<file path="src/rtl/rtc_bus_arbiter.sv">
// -----------------------------------------------------------------------------
// rtc_bus_arbiter
// Shares the single RTC bus-cycle engine between three transaction sources
// (0: power-up init, 1: user edits, 2: periodic poll). A winner is chosen by
// fixed priority (lowest index) with aging so a persistently losing source is
// eventually promoted. Exactly one engine cycle is issued per grant. The
// arbiter then waits for completion or timeout and returns read data or an
// error pulse to the granted source.
//
// Ports
//   clk, reset             clock, synchronous active-high reset
//   req[2:0]               per-source request, held until ack
//   req_wr[2:0]            per-source direction (1 write, 0 read)
//   req_addr[23:0]         packed {addr2, addr1, addr0}
//   req_wdata[23:0]        packed {wdata2, wdata1, wdata0}
//   ack[2:0], err[2:0]     one-cycle completion / timeout pulses to the grantee
//   rdata[7:0]             read result, valid while ack is high
//   busy                   high whenever the sequencer is not idle
//   gnt_id[1:0]            current grant index, 2'b11 when none
//   eng_start              one-cycle engine start pulse
//   eng_wr/addr/wdata      latched transaction presented to the engine
//   eng_done, eng_rdata    engine completion pulse and read data
// -----------------------------------------------------------------------------
module rtc_bus_arbiter #(
    parameter int TIMEOUT_CYC = 255,
    parameter int AGE_LIMIT   = 4
) (
    input  logic        clk,
    input  logic        reset,
    input  logic [2:0]  req,
    input  logic [2:0]  req_wr,
    input  logic [23:0] req_addr,
    input  logic [23:0] req_wdata,
    output logic [2:0]  ack,
    output logic [2:0]  err,
    output logic [7:0]  rdata,
    output logic        busy,
    output logic [1:0]  gnt_id,
    output logic        eng_start,
    output logic        eng_wr,
    output logic [7:0]  eng_addr,
    output logic [7:0]  eng_wdata,
    input  logic        eng_done,
    input  logic [7:0]  eng_rdata
);

    localparam logic [7:0] TMO_LIMIT = 8'(TIMEOUT_CYC);
    localparam logic [3:0] AGE_LIM   = 4'(AGE_LIMIT);

    typedef enum logic [1:0] {
        IDLE  = 2'd0,
        ISSUE = 2'd1,
        WAIT  = 2'd2,
        RESP  = 2'd3
    } state_t;

    state_t          state;
    logic [2:0][3:0] age;
    logic [7:0]      tmo_cnt;
    logic [2:0]      aged;
    logic [1:0]      win;
    logic [4:0]      win_lsb;

    // Index of the lowest set bit, 2'd3 when the vector is empty.
    function automatic logic [1:0] lowest_set(input logic [2:0] v);
        logic [1:0] idx;
        if (v[0]) begin
            idx = 2'd0;
        end else if (v[1]) begin
            idx = 2'd1;
        end else if (v[2]) begin
            idx = 2'd2;
        end else begin
            idx = 2'd3;
        end
        return idx;
    endfunction

    // Winner selection: any aged requester outranks all non-aged ones.
    always_comb begin
        aged = 3'b000;
        for (int i = 0; i < 3; i++) begin
            aged[i] = req[i] && (age[i] >= AGE_LIM);
        end
        if (aged != 3'b000) begin
            win = lowest_set(aged);
        end else begin
            win = lowest_set(req);
        end
        win_lsb = {win, 3'b000};
    end

    // Sequencer FSM with registered outputs, aging and timeout bookkeeping.
    always_ff @(posedge clk) begin
        if (reset) begin
            state     <= IDLE;
            ack       <= 3'b000;
            err       <= 3'b000;
            rdata     <= 8'h00;
            busy      <= 1'b0;
            gnt_id    <= 2'b11;
            eng_start <= 1'b0;
            eng_wr    <= 1'b0;
            eng_addr  <= 8'h00;
            eng_wdata <= 8'h00;
            tmo_cnt   <= 8'h00;
            age       <= '0;
        end else begin
            case (state)
                IDLE: begin
                    if (req != 3'b000) begin
                        state     <= ISSUE;
                        busy      <= 1'b1;
                        gnt_id    <= win;
                        eng_start <= 1'b1;
                        eng_wr    <= req_wr[win];
                        eng_addr  <= req_addr[win_lsb +: 8];
                        eng_wdata <= req_wdata[win_lsb +: 8];
                        // Losers that are still asking get older; everyone
                        // else (winner and idle sources) starts over.
                        for (int i = 0; i < 3; i++) begin
                            if (2'(i) == win) begin
                                age[i] <= 4'h0;
                            end else if (req[i]) begin
                                age[i] <= (age[i] == 4'hF) ? 4'hF : age[i] + 4'd1;
                            end else begin
                                age[i] <= 4'h0;
                            end
                        end
                    end else begin
                        state <= IDLE;
                    end
                end
                ISSUE: begin
                    eng_start <= 1'b0;
                    tmo_cnt   <= 8'h00;
                    state     <= WAIT;
                end
                WAIT: begin
                    tmo_cnt <= tmo_cnt + 8'd1;
                    // Completion is checked first so it wins a tie with timeout.
                    if (eng_done) begin
                        rdata <= eng_wr ? 8'h00 : eng_rdata;
                        ack   <= 3'b001 << gnt_id;
                        state <= RESP;
                    end else if ((tmo_cnt + 8'd1) == TMO_LIMIT) begin
                        rdata <= 8'hFF;
                        ack   <= 3'b001 << gnt_id;
                        err   <= 3'b001 << gnt_id;
                        state <= RESP;
                    end else begin
                        state <= WAIT;
                    end
                end
                RESP: begin
                    ack    <= 3'b000;
                    err    <= 3'b000;
                    busy   <= 1'b0;
                    gnt_id <= 2'b11;
                    state  <= IDLE;
                end
                default: begin
                    state     <= IDLE;
                    ack       <= 3'b000;
                    err       <= 3'b000;
                    busy      <= 1'b0;
                    gnt_id    <= 2'b11;
                    eng_start <= 1'b0;
                end
            endcase
        end
    end

endmodule

</file>
<file path="config.mk">
export PLATFORM = sky130hd
export DESIGN_NAME = rtc_bus_arbiter
export DESIGN_NICKNAME = d
export VERILOG_FILES = /design/src/rtl/rtc_bus_arbiter.sv
export SDC_FILE = /design/constraint.sdc
export NUM_CORES = 1
export LEC_CHECK = 0
export ABC_CLOCK_PERIOD_IN_PS = 2300
export CORE_MARGIN = 5
export CORE_UTILIZATION = 30
export CTS_CLUSTER_DIAMETER = 200
export DETAILED_ROUTE_END_ITERATION = 7
export DONT_BUFFER_PORTS = 1
export GPL_TIMING_DRIVEN = 0
export PLACE_DENSITY = 0.54
export SYNTH_ARGS = -nofsm -noshare
export SYNTH_HDL_FRONTEND = slang
export SYNTH_SLANG_ARGS = --single-unit
</file>
<file path="constraint.sdc">
create_clock -name clk -period 2.3 [get_ports clk]
set_clock_uncertainty 0.2 [all_clocks]
set_input_delay 0.69 -clock clk [delete_from_list [all_inputs] [get_ports clk]]
set_output_delay 0.69 -clock clk [all_outputs]
set_load 0.02 [all_outputs]
</file>
Word-level counts from Yosys, hierarchy flattened
Cells that the tools add are included.
- register bits after elaboration: 57
- input bits: 65
- output and inout port bits: 35
- logic and storage cells: 92
- $add $sub $neg: 4
- magnitude comparators: 4
- eq/ne operators: 13
- shift operators: 3
- multiplexer cells: 36
- reduce and logical (&&, ||, !) cells: 18
- operator list (kind ; number):
    $shiftx A24 B6 Y8 ; 2
    $mux W4 ; 9
    $mux W8 ; 3
    $pmux W8 S2 ; 1
    $add A4 B1 Y4 const B ; 3
    $eq A4 B4 Y1 const B ; 3
    $ge A4 B3 Y1 const B ; 3
    $mux W2 ; 6
    $pmux W3 S2 ; 2
    $reduce_and A2 Y1 ; 5
    $reduce_bool A2 Y1 ; 5
    $mux W3 ; 3
    $add A8 B1 Y8 const B ; 1
    $eq A8 B8 Y1 const B ; 1
    $pmux W2 S4 ; 1
    $mux W1 ; 7
    $ne A2 B2 Y1 const B ; 3
    $reduce_bool A3 Y1 ; 2
    $eq A2 B2 Y1 const B ; 2
    $logic_not A2 Y1 ; 2
    $pmux W1 S2 ; 2
    $pmux W2 S2 ; 1
    $logic_and A1 B1 Y1 ; 3
    $lt A2 B3 Y1 const B ; 1
    other kinds (7) ; 7

Logic depth before layout (Yosys ltp)
Gate-level depths: netlist (run 1).
- depth after elaboration: 8
- depth in mapped cells: 8
- gate-level depth less buffers: 7

Worst setup path before layout (run 1)
OpenSTA, ideal clock, no wires.
- path type: input-to-reg
- start: input port req[0]
- end: register eng_addr[2]
- library setup time: 0.139 ns
- arrival: 1.793 ns
- data required time: 1.961 ns
- slack: 0.168 ns
- stages: 6
- buffers on the path: 2
- cell sequence: or2_0 > buf_2 > a211oi_4 > buf_2 > o211ai_1 > nor3b_2
- word-level cells in the longest chain between the ends: 4
- elaborated cells between the ends (all ways): 8
- classes of those cells: shift (1); mux (3); reduce/logical (4)
- ends and longest elaborated chain (element ; RTL line ; RTL):
    start: declaration ; 30 ; input logic [2:0] req,
    $logic_and A1 B1 Y1 ; 83 ; aged[i] = req[i] && (age[i] >= AGE_LIM);
    $reduce_bool A3 Y1 or $mux W2 (tied branches) ; 85, 67 ;
    $mux W2 ; 85 ; if (aged != 3'b000) begin
    $shiftx A24 B6 Y8 ; 117 ; eng_addr <= req_addr[win_lsb +: 8];
    end signal: assignment ; 117 ;
    end: declaration ; 41 ; output logic [7:0] eng_addr,
Parallel ways exist; a longest one is shown, timed or not.
A chain may end at the register's enable or synchronous reset.

Worst setup path after layout (run 1)
- start: register tmo_cnt[1]
- end: register err[1]
- word-level cells in the longest chain between the ends: 4
- ends and longest elaborated chain (element ; RTL line ; RTL):
    start: declaration ; 59 ; logic [7:0] tmo_cnt;
    start signal: assignment ; 140 ; tmo_cnt <= tmo_cnt + 8'd1;
    $add A8 B1 Y8 ; 146 ; end else if ((tmo_cnt + 8'd1) == TMO_LIMIT) begin
    $eq A8 B8 Y1 ; 146 ;
    $ne A2 B2 Y1 (no source line) ; -- ;
    $reduce_and A3 Y1 (no source line) ; -- ;
    end signal: assignment ; 149 ; err <= 3'b001 << gnt_id;
    end: declaration ; 35 ; output logic [2:0] err,
Every way passes these cells.

==> results of run 1 <==
[cell families after synthesis]
group           after synthesis  synth area share (%)
compound gates               86                  19.8
xor+xnor                      1                 0.282
fa+ha+maj                     9                  3.62
buf+inv                      39                  6.12
flops                        57                  36.7
mux                          23                  7.41
simple gates                145                  26.0
[layout make-up]
type                            instances  area (um2)  share of cell area [%]
Sequential cell                        57        1140                    32.7
Buffer                                 23         131                    3.76
Inverter                               16        60.1                    1.72
Clock buffer                           11         141                    4.05
Clock inverter                          5        55.1                    1.58
Tap cell                              136         170                    4.88
Multi-Input combinational cell        264        1790                    51.3
[worst max-delay path, stage by stage, from the launching register on]
cell	delay (ns)
dfxtp_1	0.44
ha_4	0.21
nand2_1	0.06
o31ai_1	0.19
a32oi_1	0.09
a211oi_2	0.30
nor3b_4	0.33
mux2i_1	0.21
[placed cells by master (no fill, tap or decap), types with 3 or more instances in the layout]
cell / instances
o21ai_0: 6
a21oi_1: 30
a22oi_1: 4
nor2_1: 40
dfxtp_1: 56
nand3b_1: 4
clkbuf_1: 10
ha_1: 8
a211oi_2: 7
a211oi_1: 5
clkbuf_8: 10
and3_1: 4
o211ai_1: 17
inv_1: 16
o21a_1: 3
buf_2: 8
buf_6: 4
mux2i_1: 23
nor3b_1: 5
nand3_1: 22
nand2b_1: 5
nand2_1: 34
nor3_1: 8
nor3b_2: 13
[power groups by stage]
stage                     sequential [mW]  clock [mW]  combinational (mW)
final                                1.35       0.929               0.721
after global routing                 1.37        1.01               0.824
after CTS                            1.36       0.960               0.728
after detailed placement             1.38           0               0.724
after global placement               1.38           0               0.705
after floorplan                      1.33           0               0.582
[synthesized netlist by cell type (all sizes together), types with 9 or more instances]
library cell and n:
buf 14, clkbuf 9, dfxtp 57, nor2 40, nor3b 19, a21oi 31, nand3 22, nand2 34
inv 16, a211oi 13, ha 9, o21ai 9, o211ai 17, mux2i 23
[layer usage]
metal / up-vias / global-route usage (%)
met3: 15 / 4.35
met1: 1165 / 15.3
met5: - / 0
met2: 62 / 20.3
li1: 1297 / -
met4: 0 / 5.84
[registers in the layout (all words and copies together), names as in the netlist]
register and cells:
gnt_id 2, age 12, err 3, ack 3
rdata 8, tmo_cnt 8, eng_start 1, eng_wdata 8
busy 1, state 2, eng_wr 1, eng_addr 8
[worst paths after layout]
check	startpoint	endpoint	slack (ns)	cells after the start
worst max register to register	tmo_cnt[1]	err[1]	0.20	7
worst min-delay path	age[9]	age[9]	0.28	2
worst min register to register	age[9]	age[9]	0.28	2
worst max-delay path	tmo_cnt[1]	err[1]	0.20	7
[per-stage QoR]
step	setup TNS, ns	utilization (%)	cells	power [mW]
finish	0	34.1	512	3.00
global route	0	34.1	512	3.21
CTS	0	34.0	512	3.04
detailed placement	-1.29	32.0	496	2.10
global placement	-0.861	32.0	496	2.08
floorplan	0	-	360	1.91
==> results.yml, run 1 <==
setup_path:
  crit_type: "register to register"
  worstPathArrival_ns: 2.16
  crit_fanout: 8
  cp-end-kind: "register"
  required_ns: 2.36
  start_kind: "register"
hold_path:
  hold_path_class: "register to register"
finish:
  drive_above_1_share_pct: 16.2
  antenna-diode-count: 0
  area_growth_pct: 12.3
  fill_cells: 1070
  design_area_um2: 3490
  fin_nets: 445
yosys:
  ys_warn_count: 0
  synth_area_leaders: "dfxtp_1 37%, mux2i_1 7.4%, nor3b_2 5.2%"
  syn_area_um2: 3110
  syn_inst: 360
  synth_edf_count: 0
  avgSynthCellArea_um2: 8.63
  yosysTopAreaCell: "dfxtp_1"
  synth_top_area_share_pct: 36.7
  ys_types: 47
  async_flop_share_pct: 0
  syn_nets: 434
  synth_flop_cell: "dfxtp_1"
  yosysSeqAreaShare_pct: 36.7
  synth_seq_cells: 57
clock_tree:
  cts_hold_buf: 0
  clkTransAtPathRegs_ns: 0.06
  insertion_delay_ns: 0.33
  clock_sinks: 57
  cts_tree: "done"
  root_buffer: "clkbuf_8"
  cts_buffers: 9
  cts_setup_buffers: 0
  ctsResizeCount: 0
  cts_htree_levels: 3
  cts_max_path_buffers: 2
grt:
  antenna_found_initial: 0
  track_usage_pct: 12.7
  grt_max_degree: 11
  grt_pass1_vias: 2575
  grt_overflow_total: 0
  grt_pass1_wl_mm: 12.9
power:
  power.density_nw_per_um2: 860
  p_leak_nw: 1.26
  power.internal_mw: 1.92
  p_comb_share_pct: 24.0
  p_switching_mw: 1.08
  seqPwrFrac_pct: 45.0
  vdd_drop_max_mv: 0.335
  p_sw_share_pct: 35.9
  clkPwrFrac_pct: 31.0
detailed_routing:
  ant_nets: 0
  wl_per_cell_um: 15.3
  num_vias: 2539
  wl_met1_mm: 3.39
  drt-pass1-iter-count: 5
  dr_wl_met3_um: 569
  wl_met2_mm: 3.68
  highest_layer: "met4"
  routed_wl_mm: 7.81
  drc: 0
  post_drt_via_cell_ratio: 4.96
  drtIter0Drc: 79
flow_run:
  cap_violations: 0
sta:
  timing.final.ws_setup_ns: 0.199
  fin_crit_sh_pct: 91.3
  slew_viol_final: 0
  rsz0062_at_grt: "false"
  period_needed_ns: 2.10
  holdWs_ns: 0.279
  fmax_ghz: 0.476
  setup_viol: 0
  worst_pin_slew_ns: 0.630
  hold_viol_final: 0
  maxSlewHeadroom_pct: 58.0
placed_design:
  place_ws_ns: -0.0939
  dp_hpwl_mm: 6.03
  io_buffer_count: 0
  place_area_um2: 3280
  globalplace.congestion: 0.794
run_status:
  status: "completed"
die:
  die_area_um2: 12500
  core_um2: 10200
  die_h_um: 112
  ioPinCount: 100
  die_w_um: 112
  rows: 37
  start_util_pct: 30.4
No activity file was read; power rests on OpenSTA's default activity.
==> run 2, diff against run 1 <==
Settings changed: CORE_ASPECT_RATIO set to 1.25.
==> results.yml, run 2 (synthesized netlist as in run 1, its figures left out) <==
run_status:
  status: "completed"
grt:
  grt_pass1_vias: 2649
  grt_max_degree: 11
  grt_overflow_total: 0
  grt_pass1_wl_mm: 13.3
  antenna_found_initial: 0
  track_usage_pct: 13.4
setup_path:
  slowest_stage: "dfxtp_1"
  crit_fanout: 8
  start_kind: "register"
  crit_chain: "ha_4 > nand2_1 > o31ai_1 > a32oi_1 > a211oi_2 > nor3b_4 > mux2i_1"
  worstPathArrival_ns: 2.20
  required_ns: 2.35
  crit_type: "register to register"
  critPathTopFamily: "compound AO/OA/AOI/OAI gates"
  slowest_delay_ns: 0.45
  cp-end-kind: "register"
  crit_buf_inv: 0
detailed_routing:
  num_vias: 2635
  drtIter0Drc: 113
  drc: 0
  routed_wl_mm: 8.14
  post_drt_via_cell_ratio: 5.23
  ant_nets: 0
  drt-pass1-iter-count: 4
  wl_per_cell_um: 16.1
power:
  vdd_drop_max_mv: 0.362
  p_total_mw: 3.32
  p_leak_nw: 1.30
  power.density_nw_per_um2: 932
finish:
  fin_nets: 445
  register_area_um2: 1140
  top_register: "age"
  area_growth_pct: 14.7
  fill_cells: 1044
  finalNonFillerCells: 504
  utilization_pct: 35.3
  antenna-diode-count: 0
  final_cell_mix: "57 x dfxtp_1, 40 x nor2_1, 34 x nand2_1, 30 x a21oi_1, 23 x mux2i_1"
  largest_register_ffs: 12
  final_common_cell: "dfxtp_1"
  design_area_um2: 3570
  multiInputGateArea_um2: 1790
  drive_above_1_share_pct: 15.7
clock_tree:
  insertion_delay_ns: 0.32
  cts_max_path_buffers: 2
  cts_tree: "done"
  clock_sinks: 57
  ctsResizeCount: 0
  cts_setup_buffers: 0
  cts_hold_buf: 0
  cts_buffers: 9
  cts_htree_levels: 3
  root_buffer: "clkbuf_16"
  clkTransAtPathRegs_ns: 0.05
sta:
  setup_viol: 0
  timing.final.ws_setup_ns: 0.155
  period_needed_ns: 2.14
  rsz0062_at_grt: "false"
  fin_crit_sh_pct: 93.2
  hold_viol_final: 0
  maxSlewHeadroom_pct: 52.6
  worst_pin_slew_ns: 0.711
  slew_viol_final: 0
  fmax_ghz: 0.466
die:
  core_um2: 10100
  die_area_um2: 12500
  start_util_pct: 30.8
  die_w_um: 101
  die_h_um: 124
  ioPinCount: 100
  rows: 41
placed_design:
  dp_cells: 489
  place_ws_ns: -0.102
  io_buffer_count: 0
  place_area_um2: 3270
  dp_hpwl_mm: 6.07
  globalplace.congestion: 0.742
flow_run:
  cap_violations: 0
hold_path:
  hold_path_class: "register to register"
==> run 2: final timing paths <==
path,startpoint,to,slack [ns],cells after the start
setup / recovery,tmo_cnt[0],err[1],0.16,7
hold / removal,age[9],age[9],0.28,2
setup reg to reg,tmo_cnt[0],err[1],0.16,7
hold reg to reg,age[9],age[9],0.28,2
==> run 2: final cells by class <==
cell class                      count  area share (%)
Multi-Input combinational cell    264            50.2
Buffer                             23            3.68
Clock buffer                       13            7.58
Tap cell                          129            4.53
Sequential cell                    57            32.0
Inverter                           16            1.68
Clock inverter                      2           0.351
==> run 2: layer usage <==
layer | up-vias | part of all wire (%) | wire [um] | GRT usage, %
met4 | 0 | 1.3 | 109 | 3.74
met3 | 10 | 8.5 | 694 | 5.38
met5 | - | 0 | 0 | 0
met2 | 88 | 48 | 3880 | 22.1
li1 | 1303 | - | - | -
met1 | 1234 | 42 | 3450 | 16.3
==> run 2: stage by stage <==
stage / setup TNS, ns / hold WS, ns
after floorplan: 0 / 0.244
after global routing: 0 / 0.303
after global placement: -1.27 / 0.260
after detailed placement: -1.12 / 0.268
final: 0 / 0.278
after CTS: 0 / 0.277
==> run 2: tightest hold or removal path: stages, from the launching register on <==
cell and delay [ns]:
dfxtp_1 0.32, nand2_1 0.06, a21oi_1 0.05
==> run 2: power breakdown <==
group	switching, mW	leakage, nW	internal (mW)	total [mW]
logic	0.442	0.695	0.284	0.726
clock network	0.443	0.138	0.808	1.25
registers	0.229	0.466	1.12	1.35
